**config.mk**
```make
export PLATFORM = sky130hd
export DESIGN_NAME = sram_rw_sequencer
export DESIGN_NICKNAME = d
export VERILOG_FILES = /design/src/rtl/sram_rw_sequencer.sv
export SDC_FILE = /design/constraint.sdc
export NUM_CORES = 1
export LEC_CHECK = 0
export CAP_MARGIN = 10
export CORE_UTILIZATION = 40
export CTS_CLUSTER_DIAMETER = 100
export DETAILED_ROUTE_END_ITERATION = 10
export PLACE_DENSITY_LB_ADDON = 0.2
export SYNTH_ARGS = -nofsm -noshare
export SYNTH_HDL_FRONTEND = slang
export SYNTH_SLANG_ARGS = --single-unit
```
**constraint.sdc**
```tcl
create_clock -name clk -period 1.8 [get_ports clk]
set_input_delay 0.18 -clock clk [delete_from_list [all_inputs] [get_ports clk]]
set_output_delay 0.18 -clock clk [all_outputs]
set_load 0.03 [all_outputs]
```
**src/rtl/sram_rw_sequencer.sv**
```systemverilog
// Single-port SRAM access sequencer: precharge, word-line access and optional
// sense phases, followed by a valid/ready response handshake.
module sram_rw_sequencer #(
  parameter int ADDR_W    = 6,
  parameter int DATA_W    = 64,
  parameter int PRE_CYC   = 2,
  parameter int WL_CYC    = 2,
  parameter int SENSE_CYC = 1
) (
  input  logic              clk,
  input  logic              rst,
  input  logic              req_valid,
  output logic              req_ready,
  input  logic              req_we,
  input  logic [ADDR_W-1:0] req_addr,
  input  logic [DATA_W-1:0] req_wdata,
  output logic              rsp_valid,
  input  logic              rsp_ready,
  output logic [DATA_W-1:0] rsp_rdata,
  output logic              precharge_en,
  output logic              wl_en,
  output logic [ADDR_W-1:0] wl_addr,
  output logic              write_en,
  output logic [DATA_W-1:0] wdrv_data,
  output logic              sense_en,
  input  logic [DATA_W-1:0] sa_data
);

  // state     | meaning
  // IDLE      | ready for a request
  // PRECHARGE | bit lines precharged, word lines off
  // ACCESS    | word line on; write drivers active for writes
  // SENSE     | word line held, sense amps enabled (reads only)
  // RESP      | response valid until accepted
  typedef enum logic [2:0] {IDLE, PRECHARGE, ACCESS, SENSE, RESP} state_t;

  // Counter is loaded with duration-1 on phase entry and the phase ends at zero.
  localparam logic [3:0] PRE_LD   = 4'(PRE_CYC - 1);
  localparam logic [3:0] WL_LD    = 4'(WL_CYC - 1);
  localparam logic [3:0] SENSE_LD = 4'(SENSE_CYC - 1);

  state_t              state, state_nxt;
  logic [3:0]          cnt;
  logic                cnt_done;
  logic                we_q;
  logic [ADDR_W-1:0]   addr_q;
  logic [DATA_W-1:0]   data_q;
  logic [DATA_W-1:0]   rdata_q;

  assign cnt_done = (cnt == 4'd0);

  always_ff @(posedge clk) begin
    if (rst) state <= IDLE;
    else     state <= state_nxt;
  end

  always_comb begin
    state_nxt = state;
    case (state)
      IDLE:      if (req_valid) state_nxt = PRECHARGE;
      PRECHARGE: if (cnt_done)  state_nxt = ACCESS;
      ACCESS:    if (cnt_done)  state_nxt = we_q ? RESP : SENSE;
      SENSE:     if (cnt_done)  state_nxt = RESP;
      RESP:      if (rsp_ready) state_nxt = IDLE;
      default:                  state_nxt = IDLE;
    endcase
  end

  always_ff @(posedge clk) begin
    if (rst) begin
      cnt     <= 4'd0;
      we_q    <= 1'b0;
      addr_q  <= '0;
      data_q  <= '0;
      rdata_q <= '0;
    end else begin
      if (state_nxt != state) begin
        case (state_nxt)
          PRECHARGE: cnt <= PRE_LD;
          ACCESS:    cnt <= WL_LD;
          SENSE:     cnt <= SENSE_LD;
          default:   cnt <= 4'd0;
        endcase
      end else if (!cnt_done) begin
        cnt <= cnt - 4'd1;
      end
      if (state == IDLE && req_valid) begin
        we_q   <= req_we;
        addr_q <= req_addr;
        data_q <= req_wdata;
      end
      if (state == SENSE && cnt_done)
        rdata_q <= sa_data;
      if (state == ACCESS && cnt_done && we_q)
        rdata_q <= '0;
    end
  end

  always_comb begin
    req_ready    = 1'b0;
    rsp_valid    = 1'b0;
    precharge_en = 1'b0;
    wl_en        = 1'b0;
    write_en     = 1'b0;
    sense_en     = 1'b0;
    case (state)
      IDLE:      req_ready    = 1'b1;
      PRECHARGE: precharge_en = 1'b1;
      ACCESS: begin
        wl_en    = 1'b1;
        write_en = we_q;
      end
      SENSE: begin
        wl_en    = 1'b1;
        sense_en = 1'b1;
      end
      RESP:      rsp_valid    = 1'b1;
      default:   ;
    endcase
  end

  assign wl_addr   = addr_q;
  assign wdrv_data = write_en ? data_q : '0;
  assign rsp_rdata = rdata_q;

endmodule

```
# [After elaboration in Yosys (flattened, before gate mapping)]
# Cells that the tools add are included.
[op_classes] n_addsub=1 n_eq_ne=8 n_mux=17 reduce_logical=9
[ops] op="2-to-1 mux 64 bit" n=1
[ops] op="2-to-1 mux 3 bit" n=6
[ops] op="one-hot mux 3 bit (5 select lines)" n=1
[ops] op="equality test 3 x 2 -> 1 bit, second input constant" n=3
[ops] op="2-to-1 mux 4 bit" n=2
[ops] op="2-to-1 mux 1 bit" n=7
[ops] op="equality test 3 x 1 -> 1 bit, second input constant" n=2
[ops] op="OR reduction 2 bit" n=3
[ops] op="logical AND 1 bit" n=4
[ops] op="zero test 4 bit" n=1
[ops] op="subtractor 4 x 1 -> 4 bit, second input constant" n=1
[ops] op="equality test 3 bit, second input constant" n=1
[ops] op="zero test 3 bit" n=1
[ops] op="inequality test 3 bit" n=1
[ops] op="inequality test 2 x 1 -> 1 bit, second input constant" n=1
[word_totals] register_bits=142 in_bits=139 out_inout_bits=140 word_cells=41

# [Depth between registers and ports, before layout]
# Gate-level depths: netlist (run 1).
[logic_depth] depth_word=7 ltp_mapped=8 mapped_depth_nobuf=6

# [Least setup slack after synthesis (run 1)]
# Ideal clock, no wire load.
[synth_path] kind="register -> output" startpoint="reg state[1]" endpoint="out wdrv_data[54]" t_arrival_ns=1.924 required_time_ns=1.620 setup_slack_ns=-0.304 path_stages_with_launch=5 path_buffers=1 cell_sequence="dfxtp_1 > nor2b_1 > nor3b_2 > clkbuf_1 > and2_1"
[synth_between] elab_chain_len=3
[synth_rtl] item="start: declaration" line_no="42" text="state_t state, state_nxt;"
[synth_rtl] item="start signal: assignment" line_no="54" text="else state <= state_nxt;"
[synth_rtl] item="equality test 3 x 2 -> 1 bit" line_no="106" text="case (state)"
[synth_rtl] item="2-to-1 mux 1 bit" line_no="106"
[synth_rtl] item="net write_en" line_no="23" text="output logic write_en,"
[synth_rtl] item="2-to-1 mux 64 bit" line_no="123" text="assign wdrv_data = write_en ? data_q : '0;"
[synth_rtl] item="end: declaration" line_no="24" text="output logic [DATA_W-1:0] wdrv_data,"
# The timed path passes the listed nets, and every way through them passes these cells.

# [Worst setup path in the final report (run 1)]
[layout_path] startpoint="reg state[1]" endpoint="out wdrv_data[45]"
[layout_between] elab_chain_len=3
[layout_rtl] item="equality test 3 x 2 -> 1 bit" line_no="106"
[layout_rtl] item="2-to-1 mux 1 bit" line_no="106"
[layout_rtl] item="2-to-1 mux 64 bit" line_no="123"
# No other way between the ends.

==> results of run 1 <==
[worst paths after layout]
| kind | slack, ns | from | to |
|---|---|---|---|
| worst max-delay path | -0.19 | state[1] | wdrv_data[45] |
| worst min-delay path | 0.30 | rst | data_q[44] |
| worst min register to register | 0.45 | data_q[37] | data_q[37] |
| worst max register to register | 0.06 | state[1] | data_q[57] |
[kinds of logic (layout without fill, tap and decap cells)]
family,count (synthesis),in the layout,share of synthesized area [%]
and+or+nand+nor,358,358,28.33
AOI/OAI and AO/OA,149,149,13.77
DFF,142,142,51.37
buffers and inverters,59,347,5.991
xor gates and xnor gates,2,2,0.3166
adders and majority gates,1,1,0.2261
other,0,2,0
[cell usage in the layout, fill, tap and decap left out, types with 2 or more instances in the layout]
master	Yosys	layout
dfxtp_4	0	2
a21oi_1	141	141
diode_2	0	2
buf_6	7	67
buf_16	0	4
buf_4	9	11
nor2_1	5	5
and2_4	0	49
nor4_1	2	2
o21ai_0	3	3
inv_1	4	4
bufinv_16	0	4
clkinvlp_4	0	2
clkinv_2	0	4
clkbuf_8	0	2
dfxtp_1	142	140
and2_2	0	16
dlygate4sd2_1	0	2
nor3b_4	0	2
clkdlybuf4s50_1	0	207
nor3_1	4	4
buf_2	16	2
xnor2_1	2	2
nand2_2	1	2
and2_1	67	2
nand2_1	271	270
clkbuf_16	0	19
buf_12	0	15
[routing by layer]
layer	vias to the layer above	GRT usage, %	part of all wire (%)
li1	2829	-	-
met2	211	42.41	51
met5	-	0	0
met1	2633	26.97	38
met3	44	7.462	7.3
met4	0	12.81	4.0
[report_power, final]
group / total (W) / switching [W] / internal, W
clock: 0.00368 / 0.00130 / 0.00238
sequential: 0.00394 / 0.000300 / 0.00364
combinational: 0.00330 / 0.00184 / 0.00146
total: 0.0109 / 0.00344 / 0.00748
[timing repair]
action                     in CTS  in global routing
cloned                          6                  2
gates resized for setup       137                 11
pin swaps                      23                 10
hold buffers                    0                  0
buffers inserted               11                  3
setup endpoints to repair      69                 95
[area by class of cell]
type | count | area, sq um
fillers | 1057 | 3681
repair buffers | 312 | 3423
flip-flops and latches | 142 | 2850
multi-input cells | 510 | 2532
clock buffers | 20 | 456.7
well taps | 176 | 220.2
clock inverters | 11 | 163.9
inverters | 4 | 15.01
diodes | 2 | 5.005
[registers in the layout, summed over array words and instances, names as in the netlist]
signal and count:
wl_addr 6, state 3, we_q 1, cnt 4
rsp_rdata 64, data_q 64
[stage by stage]
stage	utilization, %	hold WS [ns]
5_1_grt	72.42	0.2935
4_1_cts	71.89	0.2780
3_3_place_gp	62.24	0.4376
6_report	72.42	0.2981
3_5_place_dp	62.24	0.4427
2_1_floorplan	-	0.3160
[worst max-delay path, delay by kind of cell (launching register included)]
family	cells	cell delay (ns)
and+or+nand+nor	3	0.50
DFF	1	0.35
buffers and inverters	4	0.55
==> flow_summary.json, run 1 <==
{
  "ys_seq_area_share_pct": 51.37,
  "drt-pass1-iter-count": 4,
  "synth_fp_nets": 851,
  "power_density_mw_per_mm2": 1130,
  "die_w_um": 119.6,
  "syn-cell-area_sq_mm": 0.005534,
  "dominantRegCellSynth": "dfxtp_1",
  "portBuffers": 278,
  "fin_nets": 1127,
  "cp-start-kind": "register",
  "power_leakage_nw": 3.712,
  "tightest_slew_ns": 0.4983,
  "cap_violations": 0,
  "crit_required_ns": 1.62,
  "drv_slew": 0,
  "ant_nets": 0,
  "setup_ws_ns": -0.1893,
  "stdcell_area_sq_mm": 0.009667,
  "grt_pass1_wl_um": 27210,
  "fmax_mhz": 502.7,
  "synthDistinctLibCells": 28,
  "clock_path_buffers": 2,
  "io_pins": 279,
  "htree_levels": 4,
  "finalSetupTns_ns": -8.657,
  "hold_path.class": "in -> reg",
  "syn_area_per_cell_sq_um": 7.783,
  "grt_usage_pct": 24.54,
  "worstSkewPairLatency_ns": 0.41,
  "dpl.hpwl_um": 11000,
  "antenna_found_initial": 2,
  "via_per_inst": 4.857,
  "cts_buffers": 17,
  "violations": "negative setup slack",
  "place_inst": 1124,
  "wl_per_cell_um": 15.55,
  "rows": 42,
  "setup-violations-final": 65,
  "final-hold-violation-count": 0,
  "drt-initial-drc-count": 293,
  "gp_congestion": 0.7621,
  "clkTransAtPathRegs_ns": 0.06,
  "die_area_sq_mm": 0.01431,
  "finalPower_w": 0.01092,
  "synth.top_cell.area_share_pct": 51.37,
  "die_h_um": 119.6,
  "synthTopCellsByCount": "nand2_1 (271), dfxtp_1 (142), a21oi_1 (141), and2_1 (67), clkbuf_1 (20)",
  "rsz0062_at_grt": "true",
  "drc_errors": 0,
  "post-route-period-util_pct": 110.5,
  "place_area_sq_mm": 0.008308,
  "path_cells": "nor2b_4, nor3b_4, buf_6, buf_12, buf_16, and2_4, buf_6",
  "clock_tree.root_cell": "clkbuf_16",
  "worstPathArrival_ns": 1.81,
  "synthCells": 711,
  "area_growth_pct": 74.68,
  "overflow": 0,
  "end_kind": "output port",
  "fin_crit_ns": 1.989,
  "synthMostInstantiatedCell": "nand2_1",
  "crit_top_cell": "buf_6",
  "slowest_delay_ns": 0.35,
  "grt_pass1_vias": 5251,
  "layout.cells.non_filler": 1177,
  "drt-total-wl_um": 18300,
  "core_sq_mm": 0.01335,
  "dpl_worst_slack_ns": 0.09492,
  "synth-async-reset-ratio_pct": 0,
  "grt_start_max_net_pins": 79,
  "cts_tree": "yes",
  "slowest_stage": "dfxtp_4",
  "slew-limit-headroom_pct": 66.31,
  "vias": 5717,
  "path_class": "reg -> out",
  "status": "finished, violations left",
  "start_util_pct": 41.46,
  "cp_max_fo": 6,
  "synth_top_area_cell": "dfxtp_1",
  "skew_ns": 0.003515,
  "vdd_drop_max_uv": 1214,
  "cts_sinks": 142,
  "ys_ff_latch": 142,
  "r2r_cells": 7,
  "hold_depth": 3,
  "yosys_warnings": 0,
  "synth_edf_count": 0,
  "synth_area_leaders": "dfxtp_1 (51%), nand2_1 (18%), a21oi_1 (13%), and2_1 (7.6%), buf_2 (1.4%)",
  "drive_gt1_share_pct": 20.92
}
(Power assumes the default switching activity.)
==> run 2: changes to the inputs <==
- CTS_CLUSTER_DIAMETER: 100 -> default
- SETUP_SLACK_MARGIN: default -> 0.4
- clock period: 1.8 -> 2.15 ns (I/O delays scaled with it)
==> flow_summary.json, run 2 (synthesis gave the netlist of run 1 again) <==
{
  "fin_crit_ns": 1.969,
  "core_sq_mm": 0.01335,
  "hold_depth": 3,
  "fmax_mhz": 507.9,
  "cts_buffers": 17,
  "wl_per_cell_um": 14.99,
  "drv_slew": 0,
  "cp-start-kind": "register",
  "dpl_worst_slack_ns": 0.2902,
  "grt_pass1_wl_um": 26760,
  "area_growth_pct": 66.54,
  "power_leakage_nw": 3.573,
  "drt-pass1-iter-count": 4,
  "start_util_pct": 41.46,
  "dpl.hpwl_um": 11040,
  "clock_tree.root_cell": "clkbuf_16",
  "grt_start_max_net_pins": 79,
  "cts_tree": "yes",
  "rsz0062_at_grt": "true",
  "drt-initial-drc-count": 301,
  "vias": 5572,
  "die_area_sq_mm": 0.01431,
  "ant_nets": 0,
  "via_per_inst": 4.791,
  "hold_path.class": "in -> reg",
  "power_density_mw_per_mm2": 1008,
  "die_w_um": 119.6,
  "rows": 42,
  "vdd_drop_max_uv": 588.0,
  "setup_ws_ns": 0.1809,
  "r2r-start": "cnt[0]",
  "antenna_found_initial": 0,
  "fin_nets": 1115,
  "gp_congestion": 0.7361,
  "path_class": "reg -> out",
  "mostFrequentLayoutCells": "nand2_1 (270), clkdlybuf4s50_1 (207), a21oi_1 (141)",
  "htree_levels": 4,
  "antennaDiodeCount": 0,
  "clock_path_buffers": 2,
  "r2r_setup_slack_ns": 0.44,
  "finalSetupTns_ns": 0,
  "cts_sinks": 142,
  "worstPathArrival_ns": 1.75,
  "layout.cells.non_filler": 1163,
  "cts.hold.buffers_added": 0,
  "status": "completed",
  "timing.hold.ws_ns": 0.3385,
  "drt-total-wl_um": 17440,
  "post-route-period-util_pct": 91.58,
  "final_common_cell": "nand2_1",
  "io_pins": 279,
  "cp-startpoint": "state[1]",
  "slew-limit-headroom_pct": 60.80,
  "setup-violations-final": 0,
  "drive_gt1_share_pct": 16.72,
  "overflow": 0,
  "min-delay-start": "rst",
  "grt_pass1_vias": 5182,
  "cap_violations": 0,
  "crit_required_ns": 1.93,
  "skew_ns": 0.006906,
  "portBuffers": 278,
  "cp_max_fo": 13,
  "clkTransAtPathRegs_ns": 0.06,
  "r2r_cells": 6,
  "place_inst": 1122,
  "final-hold-violation-count": 0,
  "die_h_um": 119.6,
  "reg2reg_to": "rsp_rdata[42]",
  "grt_usage_pct": 23.93,
  "drc_errors": 0,
  "end_kind": "output port",
  "hold_path_end": "data_q[52]",
  "tightest_slew_ns": 0.5798,
  "worstSkewPairLatency_ns": 0.41
}
## run 2: changes by cell type in the layout (fill, tap and decap cells not counted), moves of 3 or more
cell    change
and2_2      +4
and2_1     +32
buf_2       +3
and2_4     -36
buf_12      -7
buf_6      -46
buf_4      +41
## run 2: metrics by stage
stage	cell area [sq um]	utilization [%]	power, W
after detailed placement	8275	62.00	0.005872
after global placement	8275	62.00	0.005844
final	9216	69.05	0.009293
after floorplan	5568	-	0.004955
after CTS	9077	68.01	0.009282
after global routing	9216	69.05	0.009777
## run 2: power by group
part / leakage (nW) / total, W / switching [W] / internal (W)
Sequential: 1.16 / 0.00328 / 0.000231 / 0.00305
Combinational: 2.09 / 0.00270 / 0.00154 / 0.00117
Clock: 0.326 / 0.00331 / 0.00108 / 0.00223
Total: 3.57 / 0.00929 / 0.00285 / 0.00644
## run 2: timing repair
item | 4_1_cts | 5_1_grt
resized for setup | 39 | 34
setup buffers | 2 | 4
pin swaps | 0 | 12
setup endpoints to repair | 124 | 180
cloned | 3 | 1
## run 2: worst max path at each step
stage | endpoint
floorplan | wl_addr[0]
global placement | wdrv_data[17]
detailed placement | wdrv_data[37]
CTS | wdrv_data[35]
global route | wdrv_data[10]
finish | wdrv_data[41]
## run 2: worst max-delay path, stage by stage, from the launching register on
cell	delay (ns)
dfxtp_4	0.34
nor2b_4	0.14
nor3b_4	0.19
buf_6	0.19
buf_6	0.17
and2_2	0.16
buf_4	0.15
## run 2: layout make-up
cell class | instances | area, sq um
Clock buffer | 20 | 456.7
Clock inverter | 11 | 211.5
Fill cell | 1129 | 4131
Inverter | 4 | 15.01
Multi-Input combinational cell | 510 | 2447
Sequential cell | 142 | 2850
Tap cell | 176 | 220.2
Timing Repair Buffer | 300 | 3015
## run 2: per-layer routing
| metal | vias up | part of all wire [%] | track usage (%) |
|---|---|---|---|
| met5 | - | 0 | 0 |
| met4 | 0 | 2.1 | 10.23 |
| met3 | 26 | 6.7 | 6.559 |
| met2 | 198 | 51 | 41.62 |
| met1 | 2550 | 40 | 27.43 |
| li1 | 2798 | - | - |
==> run 3: changes to the inputs <==
- HOLD_SLACK_MARGIN: default -> 0.06
==> results of run 3 <==
The final DEF is identical to that of run 2; final timing and power are the same.
